File: src/rtl/hazard_detection_unit_if.sv
// Pipeline-to-hazard-unit bundle: ID/EX/MEM hazard inputs and stall/flush controls.
// master = pipeline side, slave = hazard_detection_unit.
interface hazard_detection_unit_if #(
    parameter int unsigned CNT_W = 16
);
    logic [4:0]       rsID;
    logic [4:0]       rtID;
    logic             useRsID;
    logic             useRtID;
    logic             branchID;
    logic             branchTakenID;
    logic             hiloAccessID;
    logic [4:0]       destRegEX;
    logic             regWriteEX;
    logic             memReadEX;
    logic [4:0]       destRegMEM;
    logic             memReadMEM;
    logic             mdStartEX;
    logic             mdStartDivEX;
    logic             pcWrite;
    logic             ifidWrite;
    logic             idexFlush;
    logic             ifidFlush;
    logic             mdBusy;
    logic [CNT_W-1:0] stallCycles;

    modport master (
        output rsID, rtID, useRsID, useRtID, branchID, branchTakenID, hiloAccessID,
               destRegEX, regWriteEX, memReadEX, destRegMEM, memReadMEM,
               mdStartEX, mdStartDivEX,
        input  pcWrite, ifidWrite, idexFlush, ifidFlush, mdBusy, stallCycles
    );

    modport slave (
        input  rsID, rtID, useRsID, useRtID, branchID, branchTakenID, hiloAccessID,
               destRegEX, regWriteEX, memReadEX, destRegMEM, memReadMEM,
               mdStartEX, mdStartDivEX,
        output pcWrite, ifidWrite, idexFlush, ifidFlush, mdBusy, stallCycles
    );
endinterface

File: src/rtl/hazard_detection_unit.sv
// Stall/flush controller for the 5-stage MIPS32 pipeline: load-use, branch-on-load
// and HI/LO-busy hazards, plus the mult/div latency counter and stall statistics.
module hazard_detection_unit #(
    parameter int unsigned MUL_LAT = 4,
    parameter int unsigned DIV_LAT = 12,
    parameter int unsigned CNT_W   = 16
) (
    input logic                    Clock,
    input logic                    Reset,
    hazard_detection_unit_if.slave bus
);
    localparam logic [3:0]       MUL_LAT_C = 4'(MUL_LAT);
    localparam logic [3:0]       DIV_LAT_C = 4'(DIV_LAT);
    localparam logic [CNT_W-1:0] CNT_MAX   = {CNT_W{1'b1}};
    localparam logic [CNT_W-1:0] CNT_ONE   = CNT_W'(1);

    logic [3:0]       md_count_r;
    logic [CNT_W-1:0] stall_cnt_r;
    logic             load_use_s;
    logic             branch_load_mem_s;
    logic             md_hazard_s;
    logic             stall_s;

    // Hazard detection; a zero destination never matches anything.
    always_comb begin
        load_use_s        = 1'b0;
        branch_load_mem_s = 1'b0;
        md_hazard_s       = 1'b0;
        if (bus.memReadEX && bus.regWriteEX && (bus.destRegEX != 5'd0)) begin
            load_use_s = (bus.useRsID && (bus.rsID == bus.destRegEX)) ||
                         (bus.useRtID && (bus.rtID == bus.destRegEX));
        end else begin
            load_use_s = 1'b0;
        end
        // Load data from MEM arrives too late for the ID-stage branch compare.
        if (bus.branchID && bus.memReadMEM && (bus.destRegMEM != 5'd0)) begin
            branch_load_mem_s = (bus.rsID == bus.destRegMEM) ||
                                (bus.rtID == bus.destRegMEM);
        end else begin
            branch_load_mem_s = 1'b0;
        end
        if (bus.hiloAccessID) begin
            md_hazard_s = bus.mdStartEX || bus.mdStartDivEX || (md_count_r != 4'd0);
        end else begin
            md_hazard_s = 1'b0;
        end
    end

    assign stall_s = (load_use_s || branch_load_mem_s || md_hazard_s) && !Reset;

    // A taken decision made on stale operands is dropped while stalling.
    assign bus.pcWrite     = !stall_s;
    assign bus.ifidWrite   = !stall_s;
    assign bus.idexFlush   = stall_s;
    assign bus.ifidFlush   = bus.branchTakenID && !stall_s && !Reset;
    assign bus.mdBusy      = (md_count_r != 4'd0) && !Reset;
    assign bus.stallCycles = stall_cnt_r;

    // Mult/div occupancy counter; divide wins on a double start, a new start restarts.
    always_ff @(posedge Clock) begin
        if (Reset) begin
            md_count_r <= 4'd0;
        end else if (bus.mdStartDivEX) begin
            md_count_r <= DIV_LAT_C;
        end else if (bus.mdStartEX) begin
            md_count_r <= MUL_LAT_C;
        end else if (md_count_r != 4'd0) begin
            md_count_r <= md_count_r - 4'd1;
        end else begin
            md_count_r <= md_count_r;
        end
    end

    // Saturating count of stalled cycles.
    always_ff @(posedge Clock) begin
        if (Reset) begin
            stall_cnt_r <= {CNT_W{1'b0}};
        end else if (stall_s && (stall_cnt_r != CNT_MAX)) begin
            stall_cnt_r <= stall_cnt_r + CNT_ONE;
        end else begin
            stall_cnt_r <= stall_cnt_r;
        end
    end
endmodule
File: src/flat_wrapper.sv
// flat-port wrapper written by rule: the top's interface ports become plain ports
module hazard_detection_unit_flat 
#(
    parameter int unsigned MUL_LAT = 4,
    parameter int unsigned DIV_LAT = 12,
    parameter int unsigned CNT_W   = 16
)
  (Clock, Reset, bus_rsID, bus_rtID, bus_useRsID, bus_useRtID, bus_branchID, bus_branchTakenID, bus_hiloAccessID, bus_destRegEX, bus_regWriteEX, bus_memReadEX, bus_destRegMEM, bus_memReadMEM, bus_mdStartEX, bus_mdStartDivEX, bus_pcWrite, bus_ifidWrite, bus_idexFlush, bus_ifidFlush, bus_mdBusy, bus_stallCycles);
  hazard_detection_unit_if #(.CNT_W(CNT_W)) bus_i ();
  input logic Clock;
  input logic Reset;
  input wire logic [$bits(bus_i.rsID)-1:0] bus_rsID;
  input wire logic [$bits(bus_i.rtID)-1:0] bus_rtID;
  input wire logic [$bits(bus_i.useRsID)-1:0] bus_useRsID;
  input wire logic [$bits(bus_i.useRtID)-1:0] bus_useRtID;
  input wire logic [$bits(bus_i.branchID)-1:0] bus_branchID;
  input wire logic [$bits(bus_i.branchTakenID)-1:0] bus_branchTakenID;
  input wire logic [$bits(bus_i.hiloAccessID)-1:0] bus_hiloAccessID;
  input wire logic [$bits(bus_i.destRegEX)-1:0] bus_destRegEX;
  input wire logic [$bits(bus_i.regWriteEX)-1:0] bus_regWriteEX;
  input wire logic [$bits(bus_i.memReadEX)-1:0] bus_memReadEX;
  input wire logic [$bits(bus_i.destRegMEM)-1:0] bus_destRegMEM;
  input wire logic [$bits(bus_i.memReadMEM)-1:0] bus_memReadMEM;
  input wire logic [$bits(bus_i.mdStartEX)-1:0] bus_mdStartEX;
  input wire logic [$bits(bus_i.mdStartDivEX)-1:0] bus_mdStartDivEX;
  output wire logic [$bits(bus_i.pcWrite)-1:0] bus_pcWrite;
  output wire logic [$bits(bus_i.ifidWrite)-1:0] bus_ifidWrite;
  output wire logic [$bits(bus_i.idexFlush)-1:0] bus_idexFlush;
  output wire logic [$bits(bus_i.ifidFlush)-1:0] bus_ifidFlush;
  output wire logic [$bits(bus_i.mdBusy)-1:0] bus_mdBusy;
  output wire logic [$bits(bus_i.stallCycles)-1:0] bus_stallCycles;
  assign bus_i.rsID = bus_rsID;
  assign bus_i.rtID = bus_rtID;
  assign bus_i.useRsID = bus_useRsID;
  assign bus_i.useRtID = bus_useRtID;
  assign bus_i.branchID = bus_branchID;
  assign bus_i.branchTakenID = bus_branchTakenID;
  assign bus_i.hiloAccessID = bus_hiloAccessID;
  assign bus_i.destRegEX = bus_destRegEX;
  assign bus_i.regWriteEX = bus_regWriteEX;
  assign bus_i.memReadEX = bus_memReadEX;
  assign bus_i.destRegMEM = bus_destRegMEM;
  assign bus_i.memReadMEM = bus_memReadMEM;
  assign bus_i.mdStartEX = bus_mdStartEX;
  assign bus_i.mdStartDivEX = bus_mdStartDivEX;
  assign bus_pcWrite = bus_i.pcWrite;
  assign bus_ifidWrite = bus_i.ifidWrite;
  assign bus_idexFlush = bus_i.idexFlush;
  assign bus_ifidFlush = bus_i.ifidFlush;
  assign bus_mdBusy = bus_i.mdBusy;
  assign bus_stallCycles = bus_i.stallCycles;
  hazard_detection_unit #(.MUL_LAT(MUL_LAT), .DIV_LAT(DIV_LAT), .CNT_W(CNT_W)) u_core (.Clock(Clock), .Reset(Reset), .bus(bus_i));
endmodule
File: config.mk
export PLATFORM = sky130hd
export DESIGN_NAME = hazard_detection_unit_flat
export DESIGN_NICKNAME = d
export VERILOG_FILES = /design/src/rtl/hazard_detection_unit_if.sv /design/src/rtl/hazard_detection_unit.sv /design/src/flat_wrapper.sv
export SDC_FILE = /design/constraint.sdc
export NUM_CORES = 1
export LEC_CHECK = 0
export ABC_AREA = 1
export CAP_MARGIN = 5
export CELL_PAD_IN_SITES_DETAIL_PLACEMENT = 0
export CELL_PAD_IN_SITES_GLOBAL_PLACEMENT = 1
export CORE_ASPECT_RATIO = 1.4
export CORE_UTILIZATION = 28
export CTS_BUF_LIST = sky130_fd_sc_hd__clkbuf_4
export CTS_CLUSTER_SIZE = 14
export DETAILED_ROUTE_END_ITERATION = 8
export PLACE_DENSITY = 0.76
export SYNTH_ARGS = -nofsm -noshare
export SYNTH_HDL_FRONTEND = slang
export SYNTH_SLANG_ARGS = --single-unit
File: constraint.sdc
create_clock -name Clock -period 1.4 [get_ports Clock]
set_input_delay 0.14 -clock Clock [delete_from_list [all_inputs] [get_ports Clock]]
set_output_delay 0.14 -clock Clock [all_outputs]
set_load 0.05 [all_outputs]
==> run metrics <==
Hold Crit Class=input port to register; initial DRC count=54; clk buf depth=2; post-synth cell types=24; nature of the critical path endpoint=output port; clk_lat worst skew=approximately 0.3 ns; Fmax=between 0.5 and 0.6 GHz; power per cell area=a little over 500 nW/µm²; I/O pins=53; Routed WL per cell=about 10 µm; Die Wd=between 60 and 70 µm; Fillers=548; critical-path maximum fanout=4; residual DRC count=0; maximum VDD drop=0.294 mV; syn_nets=319; critical-path cell with the highest stage delay=dfxtp_2; sequential area share after synthesis=25.1%; ys async rst share=0%; Final ANT Viol Nets=0; number of port buffers=between 50 and 60; run status=complete, but fails checks; Core Area=5490 µm²; PnR worst setup slack=-0.355 ns; count leader, synth=nand2_1; Die ar.=6010 µm²; Cells after Synth=285; Setup crit start kind=register; clock-pin transition on the worst setup and hold timing paths=between 0.1 and 0.15 ns; DRT Wirelength=4.62 mm; Top FF cell, synth=dfxtp_1; Post-synth EDFFs=0; row count=32; Final min period=around 1.8 ns; worst hold margin=0.426 ns; # diodes=0; CTS sink count=20; Buf+Inv Stages, Crit Path=3; DP HPWL=3.72 mm; Slew headroom=80.8%; final net count=416; Layout area overhead=84.6%; first-pass GRT wire length=7.65 mm; mapped cell area=about 1600 µm²; die height=91.3 µm; Synth top cells by count=nand2_1, nor2_1, inv_1, nand3_1, dfxtp_1; H-Tree Depth=1; CTS buffer count=3; share of cells above drive strength 1=34.4%; Lkg Pwr=around 1.5 nW; RSZ-0062 raised after global routing=true; cell accounting for the most synthesized area=dfxtp_1; Slew Viols, Final=0; top post-synthesis cells by area=dfxtp_1, nand2_1, nor2_1; clock skew=0.0130 ns; vias=1996; Synth Register Bits=20; synth warn=0; largest net degree at the start of global routing=23; final setup fails=23; final hold viol count=0; CP Cell Sequence=inv_2 -> ha_4 -> nand2_4 -> nor2_4 -> nand2_2 -> nand2_2 -> nand3_4 -> nand2_8 -> clkinvlp_4 -> buf_12; Max Cap Viol=0; Least-Margin Pin Slew=between 0.2 and 0.3 ns; Worst EP arrival=1.61 ns; vias per cell=4.45; GRT Total Usage=15.9%; vias in the first global route=between 1.5k and 2k; failing checks=setup timing; most frequent CP cell=nand2_2; initial antenna violation count=0; Overflow after GRT=0; Worst Setup Path Type=register to output port; number of buffers inserted by hold repair at cts=0; crit-path max cell delay=about 0.34 ns; Root Buffer=clkbuf_4; routability congestion estimate=about 0.80; First-pass DRT Iterations=4; Crit path max-delay family=simple AND/OR/NAND/NOR gates; CTS tree=built; Req. time, crit path=1.26 ns; Initial Util=29.1%; Yosys top cell area share=25.1%; setup TNS=-5.86 ns; Syn Area/Cell=5.60 µm²; final cycle utilization of the critical path=125%
-- cell usage in the layout (no fill, tap or decap), types with 8 or more instances in the layout --
master / n
dfxtp_2: 10
nand3_1: 26
nor2_1: 43
inv_1: 36
buf_12: 21
dlygate4sd2_1: 14
buf_4: 38
a21oi_2: 9
nand2_1: 91
clkdlybuf4s50_1: 14
dfxtp_1: 8
-- final timing paths --
check | cells after the start | slack, ns | to | from
max reg2reg | 13 | -0.33 | u_core.bus.stallCycles[3] | u_core.md_count_r[1]
min reg2reg | 2 | 0.51 | u_core.bus.stallCycles[1] | u_core.bus.stallCycles[1]
min | 3 | 0.43 | u_core.md_count_r[3] | bus_mdStartDivEX
max | 10 | -0.35 | bus_idexFlush | u_core.md_count_r[1]
-- logic make-up after synthesis --
group / Yosys count / share of synthesized area, %
simple gates: 193 / 52.7
buf+inv: 52 / 13.9
flops: 20 / 25.1
compound gates: 15 / 5.02
xor+xnor: 3 / 1.65
fa+ha+maj: 2 / 1.57
-- cell type report --
cell class	instances	area, µm²	share of cell area (%)
multi-input cells	213	1120	38.0
repair buffers	98	1110	37.7
flip-flops and latches	20	420	14.3
inverters	46	184	6.24
well taps	68	85.1	2.89
clock buffers	3	22.5	0.764
clock inverters	1	3.75	0.127
-- registers in the layout (all words and copies together), names as in the netlist --
register                flops
u_core.bus.stallCycles     16
u_core.md_count_r           4
-- stage by stage --
step                      total power (W)  cell area, µm²  util, %  setup WS, ns  std cells
after floorplan                  0.000873            1700        -        -0.195        285
after global placement            0.00113            2730     49.7        -0.503        434
after detailed placement          0.00114            2730     49.7        -0.560        434
after CTS                         0.00147            2850     52.0        -0.392        446
after global routing              0.00158            2950     53.7        -0.469        449
final                             0.00149            2950     53.7        -0.355        449
-- layer usage --
| layer | routed length (µm) | vias up | global-route usage [%] |
|---|---|---|---|
| met4 | 73 | 0 | 4.89 |
| met1 | 1820 | 876 | 17.3 |
| li1 | - | 1073 | - |
| met3 | 127 | 4 | 1.76 |
| met5 | 0 | - | 0 |
| met2 | 2610 | 43 | 30.6 |
-- tightest hold or removal path: stages --
cell and delay (ns):
clkdlybuf4s50_1 0.42, inv_1 0.07, a21oi_2 0.05
-- what timing repair did --
item / CTS / global route
setup buffers: 8 / 5
resized for setup: 32 / 19
cloned: 0 / 1
pin swaps: 12 / 9
endpoints found under the setup margin: 21 / 24
-- power breakdown --
group | internal (W) | switching, W
clock | 0.000104 | 0.000186
combinational | 0.000309 | 0.000292
sequential | 0.000583 | 0.0000157
No activity file was read; power rests on OpenSTA's default activity.
